`config.mk`:
```
export PLATFORM = sky130hd
export DESIGN_NAME = ecg_window_buffer
export DESIGN_NICKNAME = d
export VERILOG_FILES = /design/src/rtl/ecg_nn_pkg.sv /design/src/rtl/ecg_sample_shift.sv /design/src/rtl/ecg_window_buffer.sv
export SDC_FILE = /design/constraint.sdc
export NUM_CORES = 1
export LEC_CHECK = 0
export CAP_MARGIN = 10
export CORE_ASPECT_RATIO = 1.5
export CORE_MARGIN = 2
export CORE_UTILIZATION = 35
export CTS_CLUSTER_DIAMETER = 100
export DETAILED_ROUTE_END_ITERATION = 16
export PLACE_DENSITY = 0.57
export SYNTH_ARGS = -nofsm -noshare
export SYNTH_HDL_FRONTEND = slang
export SYNTH_SLANG_ARGS = --single-unit
export TNS_END_PERCENT = 30
```
`constraint.sdc`:
```
create_clock -name clk -period 3.1 [get_ports clk]
set_input_delay 0.62 -clock clk [delete_from_list [all_inputs] [get_ports clk]]
set_output_delay 0.62 -clock clk [all_outputs]
set_load 0.005 [all_outputs]
```
`src/rtl/ecg_nn_pkg.sv`:
```
// rtl/ecg_nn_pkg.sv - shared constants, state type and ADC conversion for the ECG classifier front end
package ecg_nn_pkg;

    localparam int NTAPS        = 10;
    localparam int ADC_MIDSCALE = 2048;
    localparam int NODE_LATENCY = 3;
    localparam int DATA_W       = 24;
    localparam int ADC_W        = 12;

    typedef enum logic [1:0] {
        FILL = 2'd0,
        RUN  = 2'd1,
        GAP  = 2'd2
    } state_t;

    // Offset-binary to two's complement: subtracting midscale modulo 2^12
    // leaves the signed 12-bit value, which is then sign-extended.
    function automatic logic [DATA_W-1:0] adc_to_signed(input logic [ADC_W-1:0] code);
        logic [ADC_W-1:0] centred;
        centred = code - ADC_W'(ADC_MIDSCALE);
        return {{(DATA_W-ADC_W){centred[ADC_W-1]}}, centred};
    endfunction

endpackage

```
`src/rtl/ecg_sample_shift.sv`:
```
// rtl/ecg_sample_shift.sv - NTAPS x 24-bit sample shift register with shift enable and synchronous zero
//   clk    in   rising-edge clock
//   reset  in   asynchronous active-low reset
//   zero   in   synchronous clear of all taps
//   shift  in   advance the register by one sample
//   din    in   new sample, enters at tap NTAPS-1
//   taps   out  current contents, tap 0 oldest
module ecg_sample_shift
    import ecg_nn_pkg::*;
(
    input  logic                          clk,
    input  logic                          reset,
    input  logic                          zero,
    input  logic                          shift,
    input  logic [DATA_W-1:0]             din,
    output logic [NTAPS-1:0][DATA_W-1:0]  taps
);

    always_ff @(posedge clk or negedge reset) begin
        if (!reset) begin
            taps <= '0;
        end else if (zero) begin
            taps <= '0;
        end else if (shift) begin
            taps <= {din, taps[NTAPS-1:1]};
        end
    end

endmodule

```
`src/rtl/ecg_window_buffer.sv`:
```
// rtl/ecg_window_buffer.sv - ADC sample intake, 10-sample sliding window and first-layer valid timing
//   clk        in   rising-edge clock
//   reset      in   asynchronous active-low reset
//   clear      in   synchronous flush, active-high
//   s_valid    in   sample offered
//   s_ready    out  sample accepted when s_valid && s_ready
//   s_data     in   12-bit offset-binary ADC sample
//   A0x..A9x   out  24-bit signed window, A0x oldest, A9x newest
//   win_valid  out  one-cycle pulse when A0x..A9x are updated
//   n_valid    out  win_valid delayed by the node pipeline latency
module ecg_window_buffer
    import ecg_nn_pkg::*;
#(
    parameter int STRIDE   = 5,
    parameter int GAP_CYC  = 2,
    parameter int IN_SHIFT = 0
) (
    input  logic              clk,
    input  logic              reset,
    input  logic              clear,
    input  logic              s_valid,
    output logic              s_ready,
    input  logic [ADC_W-1:0]  s_data,
    output logic [DATA_W-1:0] A0x,
    output logic [DATA_W-1:0] A1x,
    output logic [DATA_W-1:0] A2x,
    output logic [DATA_W-1:0] A3x,
    output logic [DATA_W-1:0] A4x,
    output logic [DATA_W-1:0] A5x,
    output logic [DATA_W-1:0] A6x,
    output logic [DATA_W-1:0] A7x,
    output logic [DATA_W-1:0] A8x,
    output logic [DATA_W-1:0] A9x,
    output logic              win_valid,
    output logic              n_valid
);

    localparam logic [3:0] FILL_LAST   = 4'(NTAPS - 1);
    localparam logic [3:0] STRIDE_LAST = 4'(STRIDE - 1);
    localparam logic [2:0] GAP_LAST    = 3'((GAP_CYC > 0) ? (GAP_CYC - 1) : 0);

    state_t                          state;
    logic [3:0]                      fill_cnt;
    logic [3:0]                      stride_cnt;
    logic [2:0]                      gap_cnt;
    logic                            ready_q;
    logic [NODE_LATENCY-1:0]         nv_pipe;
    logic [NTAPS-1:0][DATA_W-1:0]    taps;
    logic [NTAPS-1:0][DATA_W-1:0]    win_q;
    logic [NTAPS-1:0][DATA_W-1:0]    win_next;
    logic [DATA_W-1:0]               sample;
    logic                            accept;
    logic                            emit;

    // clear blocks intake combinationally so a sample offered with clear is dropped.
    assign s_ready = ready_q & ~clear;
    assign accept  = s_valid & s_ready;
    assign sample  = adc_to_signed(s_data) << IN_SHIFT;

    // The emitted window includes the sample being accepted on this edge,
    // so it is taken from the register's next contents, not its current ones.
    assign win_next = {sample, taps[NTAPS-1:1]};

    assign emit = accept && (((state == FILL) && (fill_cnt == FILL_LAST)) ||
                             ((state == RUN)  && (stride_cnt == STRIDE_LAST)));

    ecg_sample_shift u_shift (
        .clk   (clk),
        .reset (reset),
        .zero  (clear),
        .shift (accept),
        .din   (sample),
        .taps  (taps)
    );

    always_ff @(posedge clk or negedge reset) begin
        if (!reset) begin
            state      <= FILL;
            fill_cnt   <= '0;
            stride_cnt <= '0;
            gap_cnt    <= '0;
            ready_q    <= 1'b0;
            win_valid  <= 1'b0;
            nv_pipe    <= '0;
            win_q      <= '0;
        end else if (clear) begin
            state      <= FILL;
            fill_cnt   <= '0;
            stride_cnt <= '0;
            gap_cnt    <= '0;
            ready_q    <= 1'b1;
            win_valid  <= 1'b0;
            nv_pipe    <= '0;
        end else begin
            win_valid <= emit;
            nv_pipe   <= {nv_pipe[NODE_LATENCY-2:0], win_valid};
            if (emit) begin
                win_q <= win_next;
            end
            case (state)
                FILL: begin
                    ready_q <= 1'b1;
                    if (emit) begin
                        fill_cnt   <= '0;
                        stride_cnt <= '0;
                        gap_cnt    <= '0;
                        if (GAP_CYC == 0) begin
                            state <= RUN;
                        end else begin
                            state   <= GAP;
                            ready_q <= 1'b0;
                        end
                    end else if (accept) begin
                        fill_cnt <= fill_cnt + 4'd1;
                    end
                end
                RUN: begin
                    ready_q <= 1'b1;
                    if (emit) begin
                        stride_cnt <= '0;
                        gap_cnt    <= '0;
                        if (GAP_CYC != 0) begin
                            state   <= GAP;
                            ready_q <= 1'b0;
                        end
                    end else if (accept) begin
                        stride_cnt <= stride_cnt + 4'd1;
                    end
                end
                GAP: begin
                    // ready rises on the edge that ends the last gap cycle
                    if (gap_cnt == GAP_LAST) begin
                        state   <= RUN;
                        ready_q <= 1'b1;
                        gap_cnt <= '0;
                    end else begin
                        gap_cnt <= gap_cnt + 3'd1;
                    end
                end
                default: begin
                    state   <= FILL;
                    ready_q <= 1'b1;
                end
            endcase
        end
    end

    assign n_valid = nv_pipe[NODE_LATENCY-1];

    assign A0x = win_q[0];
    assign A1x = win_q[1];
    assign A2x = win_q[2];
    assign A3x = win_q[3];
    assign A4x = win_q[4];
    assign A5x = win_q[5];
    assign A6x = win_q[6];
    assign A7x = win_q[7];
    assign A8x = win_q[8];
    assign A9x = win_q[9];

endmodule
```
**After elaboration in Yosys (flattened, before gate mapping)**

Index checks and enable logic that the tools add are counted.

- Register bits after elaboration: 462
- Latch bits: 0
- Bits in writable memories: 0
- ROM bits: 0
- Output and inout port bits: 243
- Logic and storage cells: 83
- Memories: 0

- Add/subtract/negate cells: 4
- Multipliers: 0
- Div/mod/pow operators: 0
- Magnitude comparators: 0
- Eq/ne operators: 9
- Shifts and indexed selects: 0
- Muxes and demuxes: 25
- Bitwise logic cells: 3
- Reductions and logical operators: 16

Operators with widths:

| operator | number |
|---|---|
| 240-bit 2-to-1 mux | 2 |
| 4-bit 2-to-1 mux | 8 |
| 3-bit 2-to-1 mux | 4 |
| 12-bit subtractor, second input constant | 1 |
| 3-bit nonzero test | 3 |
| 4-bit by 1-bit adder with 4-bit output, second input constant | 2 |
| 4-bit case mux with 2 select lines | 1 |
| 2-bit AND reduction | 4 |
| 2-bit 2-to-1 mux | 3 |
| 3-bit inequality test, second input constant | 2 |
| 3-bit case mux with 2 select lines | 1 |
| 4-bit by 3-bit equality test with 1-bit output, second input constant | 1 |
| 4-bit equality test, second input constant | 1 |
| 1-bit 2-to-1 mux | 4 |
| 4-bit inequality test, second input constant | 1 |
| 2-bit case mux with 2 select lines | 1 |
| 2-bit nonzero test | 2 |
| 3-bit by 1-bit adder with 3-bit output, second input constant | 1 |
| 3-bit by 1-bit equality test with 1-bit output, second input constant | 1 |
| 1-bit logical AND | 3 |
| 3-bit by 1-bit inequality test with 1-bit output, second input constant | 1 |
| 3-bit AND reduction | 1 |
| 1-bit bitwise AND | 2 |
| 2-bit by 1-bit equality test with 1-bit output, second input constant | 1 |
| 6 further kinds | 6 |

**Logic depth before layout (Yosys ltp)**

- Word-level depth: 7
- Depth in mapped cells: 7
- Mapped depth without buffers: 6

**By module**

A second synthesis with hierarchy kept.

- Cell total of the unflattened synthesis: 1363
- Area total of the unflattened synthesis: 19874.1 sq um

By module, submodules not included:

| module | instances | cells an instance | area each (sq um) | seq. area each (sq um) |
|---|---|---|---|---|
| ecg_window_buffer | 1 | 589 | 10059.6 | 6155.9 |
| ecg_sample_shift | 1 | 774 | 9814.4 | 6005.8 |

**Worst setup path before layout**

No wires, ideal clock.

- Kind: input -> output
- Start point: input port clear
- End point: output port s_ready
- Data arrival time: 1.525 ns
- Required time: 2.480 ns
- Setup slack: 0.955 ns
- Stages: 4
- Cell sequence: clkbuf_1 -> clkbuf_1 -> clkbuf_1 -> nor2b_1

- Longest elaborated chain between the ends: 2

Ends and longest elaborated chain:

| what | RTL line | source |
|---|---|---|
| start, declared | ecg_window_buffer.sv:20 | `input logic clear,` |
| 1-bit NOT (no line) | n/a |  |
| 1-bit bitwise AND | ecg_window_buffer.sv:56 | `assign s_ready = ready_q & ~clear;` |
| end, declared | ecg_window_buffer.sv:22 | `output logic s_ready,` |

Every way passes these cells.

==> impl_metrics.yaml <==
synth:
  netlist_area_sq_mm: 0.0105
  syn_avg_cell_area_sq_um: 11.2
  synth_edf_count: 0
  syn-num-nets: 958
  synth_area_leaders: "dfrtp_1 (58%), buf_4 (8.6%), nand2_1 (7.8%)"
  synth.top_cell.area_share_pct: 58.4
  seq_area_frac_synth_pct: 58.4
  synthSimpleGateAreaFrac_pct: 10.2
  synth_compound_area_share_pct: 6.70
  synth_cell_type_count: 41
  synth_xor_area_share_pct: 0
  synthAdderAreaFrac_pct: 0.475
  synth_area_leader_cell: "dfrtp_1"
  ys_ff_latch: 246
  syn_inst: 938
  synth_top_family_by_area: "multiplexers"
  synthFlopType: "dfrtp_1"
  yosys_warnings: 0
  synth_mux_area_share_pct: 12.9
  synth-async-reset-ratio_pct: 100
drt:
  drt_iter0_markers: 379
  ant_nets: 0
  vias_per_cell: 4.65
  drc_errors: 0
  wl_mm: 25.2
  via_count: 6859
  route.detailed.wl_per_inst_microns: 17.1
  dr.pass1.iters: 4
sta:
  fin_crit_sh_pct: 75.1
  relSlewSlack_pct: 45.4
  max_freq_mhz: 430
  report.final.slew_viol_count: 0
  hold_viol_final: 0
  rsz0062_at_grt: "false"
  max_slew.worst_pin.slew_ns: 0.818
  setup_viol: 0
  min_period_ns: 2.33
  timing.setup.tns_ns: 0
  fin_worst_skew_ns: 0.0169
floorplan:
  core_sq_mm: 0.0296
  fp-row-count: 77
  initial_core_util_pct: 35.6
  ios: 259
  die_w_microns: 146
  die_area_sq_mm: 0.0315
  die_h_microns: 216
critical_path:
  cp_max_fo: 14
  crit_type: "register to output port"
  cpPeakStageDelay_ns: 0.59
  path_cells: "clkdlybuf4s50_1"
  cp_slowest_cell: "dfrtp_1"
  endpoint_kind: "output port"
  path_buf_inv: 1
  critPathRequiredTime_ns: 2.48
  arrival_ns: 1.71
  cp-start-kind: "register"
  critPathTopFamily: "flip-flops"
global_routing:
  grt_overflow_total: 0
  grt_pass1_wl_mm: 40.2
  grt_start_max_net_pins: 111
  antenna_found_initial: 0
  first_global_vias: 6863
  track_usage_pct: 15.7
final_layout:
  diodes: 0
  final_area_sq_mm: 0.0135
  layout.nets: 1081
  fillers: 2814
  area_growth_pct: 28.4
  drive_above_1_share_pct: 11.4
run_status:
  status: "finished, final reports clean"
clock_tree:
  post-cts-setup-buffers: 0
  cts_resized: 0
  cts_sinks: 246
  cts_htree_levels: 1
  clk_pin_slew_ns: 0.06
  insertion_delay_ns: 0.52
  max-clock-path-buffers: 3
  cts_root_buf: "clkbuf_16"
  cts_tree: "built"
  numCtsBuffers: 25
  ctsHoldBuffers: 0
run:
  maxCapViolCount: 0
power:
  ir_drop_mv: 0.407
  cellLeakagePower_nw: 5.95
  power.density_mw_per_mm2: 491
placed_design:
  dpl_cell_area_sq_mm: 0.0127
  dpl.hpwl_mm: 16.3
  gp_congestion: 0.725
  io_buffers: 258
worst_hold_path:
  hold_path.class: "input pin to async pin"
Yosys cell counts (4+ instances only):
cell type  instances
buf_6              6
dfrtp_1          246
buf_4            121
a21oi_1          114
mux2_2            60
inv_1              6
clkbuf_1          33
nor2_1             8
nor2b_1            5
nand2_1          220
nor3_1             4
buf_1              7
mux2_1            60
ha_1               4
buf_2              7
report_power, final:
part	internal [mW]	total [mW]	leakage (nW)	switching, mW
Clock	1.93	3.17	0.430	1.24
Combinational	0.0514	0.218	2.11	0.167
Sequential	3.23	3.25	3.42	0.0183
registers in the layout, indices dropped and copies added (netlist names):
signal / cells
ready_q: 1
A8x: 12
state: 2
gap_cnt: 3
nv_pipe: 3
A3x: 12
A7x: 12
A5x: 12
A0x: 12
A2x: 12
A9x: 12
A4x: 12
fill_cnt: 4
stride_cnt: 4
win_valid: 1
u_shift.taps: 108
A6x: 12
A1x: 12
final timing paths:
| check | slack [ns] | cells past startpoint | start | endpoint |
|---|---|---|---|---|
| max | 0.77 | 1 | A2x[22] | A2x[16] |
| max reg2reg | 0.77 | 7 | fill_cnt[1] | A9x[9] |
| min reg2reg | 0.48 | 1 | nv_pipe[1] | nv_pipe[2] |
| max in group asynchronous | 2.15 | 2 | reset | A4x[3] |
| min in group clk | 0.48 | 1 | nv_pipe[1] | nv_pipe[2] |
| min | 0.07 | 1 | reset | A6x[4] |
cell type report:
| cell class | count | area, sq um | area share, % |
|---|---|---|---|
| flip-flops and latches | 246 | 6160 | 45.5 |
| inverters | 6 | 22.5 | 0.167 |
| well taps | 395 | 494 | 3.66 |
| multi-input cells | 512 | 3200 | 23.7 |
| repair buffers | 270 | 2780 | 20.5 |
| clock inverters | 11 | 161 | 1.19 |
| clock buffers | 34 | 709 | 5.25 |
through the flow:
stage | worst slack, ns | total power, mW | utilization [%] | cells | hold WS, ns
after global routing | 0.574 | 6.91 | 45.7 | 1474 | 0.0749
after CTS | 0.716 | 6.76 | 45.7 | 1474 | 0.0758
after detailed placement | 0.417 | 3.54 | 42.8 | 1429 | 0.474
final | 0.772 | 6.64 | 45.7 | 1474 | 0.0672
after global placement | 0.468 | 3.53 | 42.8 | 1429 | 0.461
after floorplan | 0.955 | 3.39 | - | 938 | 0.324
per-layer routing:
layer | vias to the layer above | GRT usage, % | share of wire, %
met2 | 165 | 28.3 | 53
li1 | 3239 | - | -
met4 | 0 | 4.31 | 2.0
met3 | 23 | 3.33 | 5.6
met5 | - | 0 | 0
met1 | 3432 | 19.1 | 39
kinds of logic (layout without fill, tap and decap cells):
family                     after synthesis  count (layout)
DFF                                    246             246
muxes                                  121             121
and+or+nand+nor                        258             258
adders and majority gates                4               4
AOI/OAI and AO/OA                      129             129
buffers and inverters                  180             321
cell usage in the layout, fill, tap and decap left out, drive strengths merged, types with 4 or more instances in the layout:
cell	n
a21oi	114
buf	14
bufinv	4
clkbuf	34
clkdlybuf4s50	256
clkinv	5
dfrtp	246
ha	4
inv	7
mux2	120
nand2	220
nor2	8
nor2b	5
nor3	4
Power figures use the tool's default switching activity.
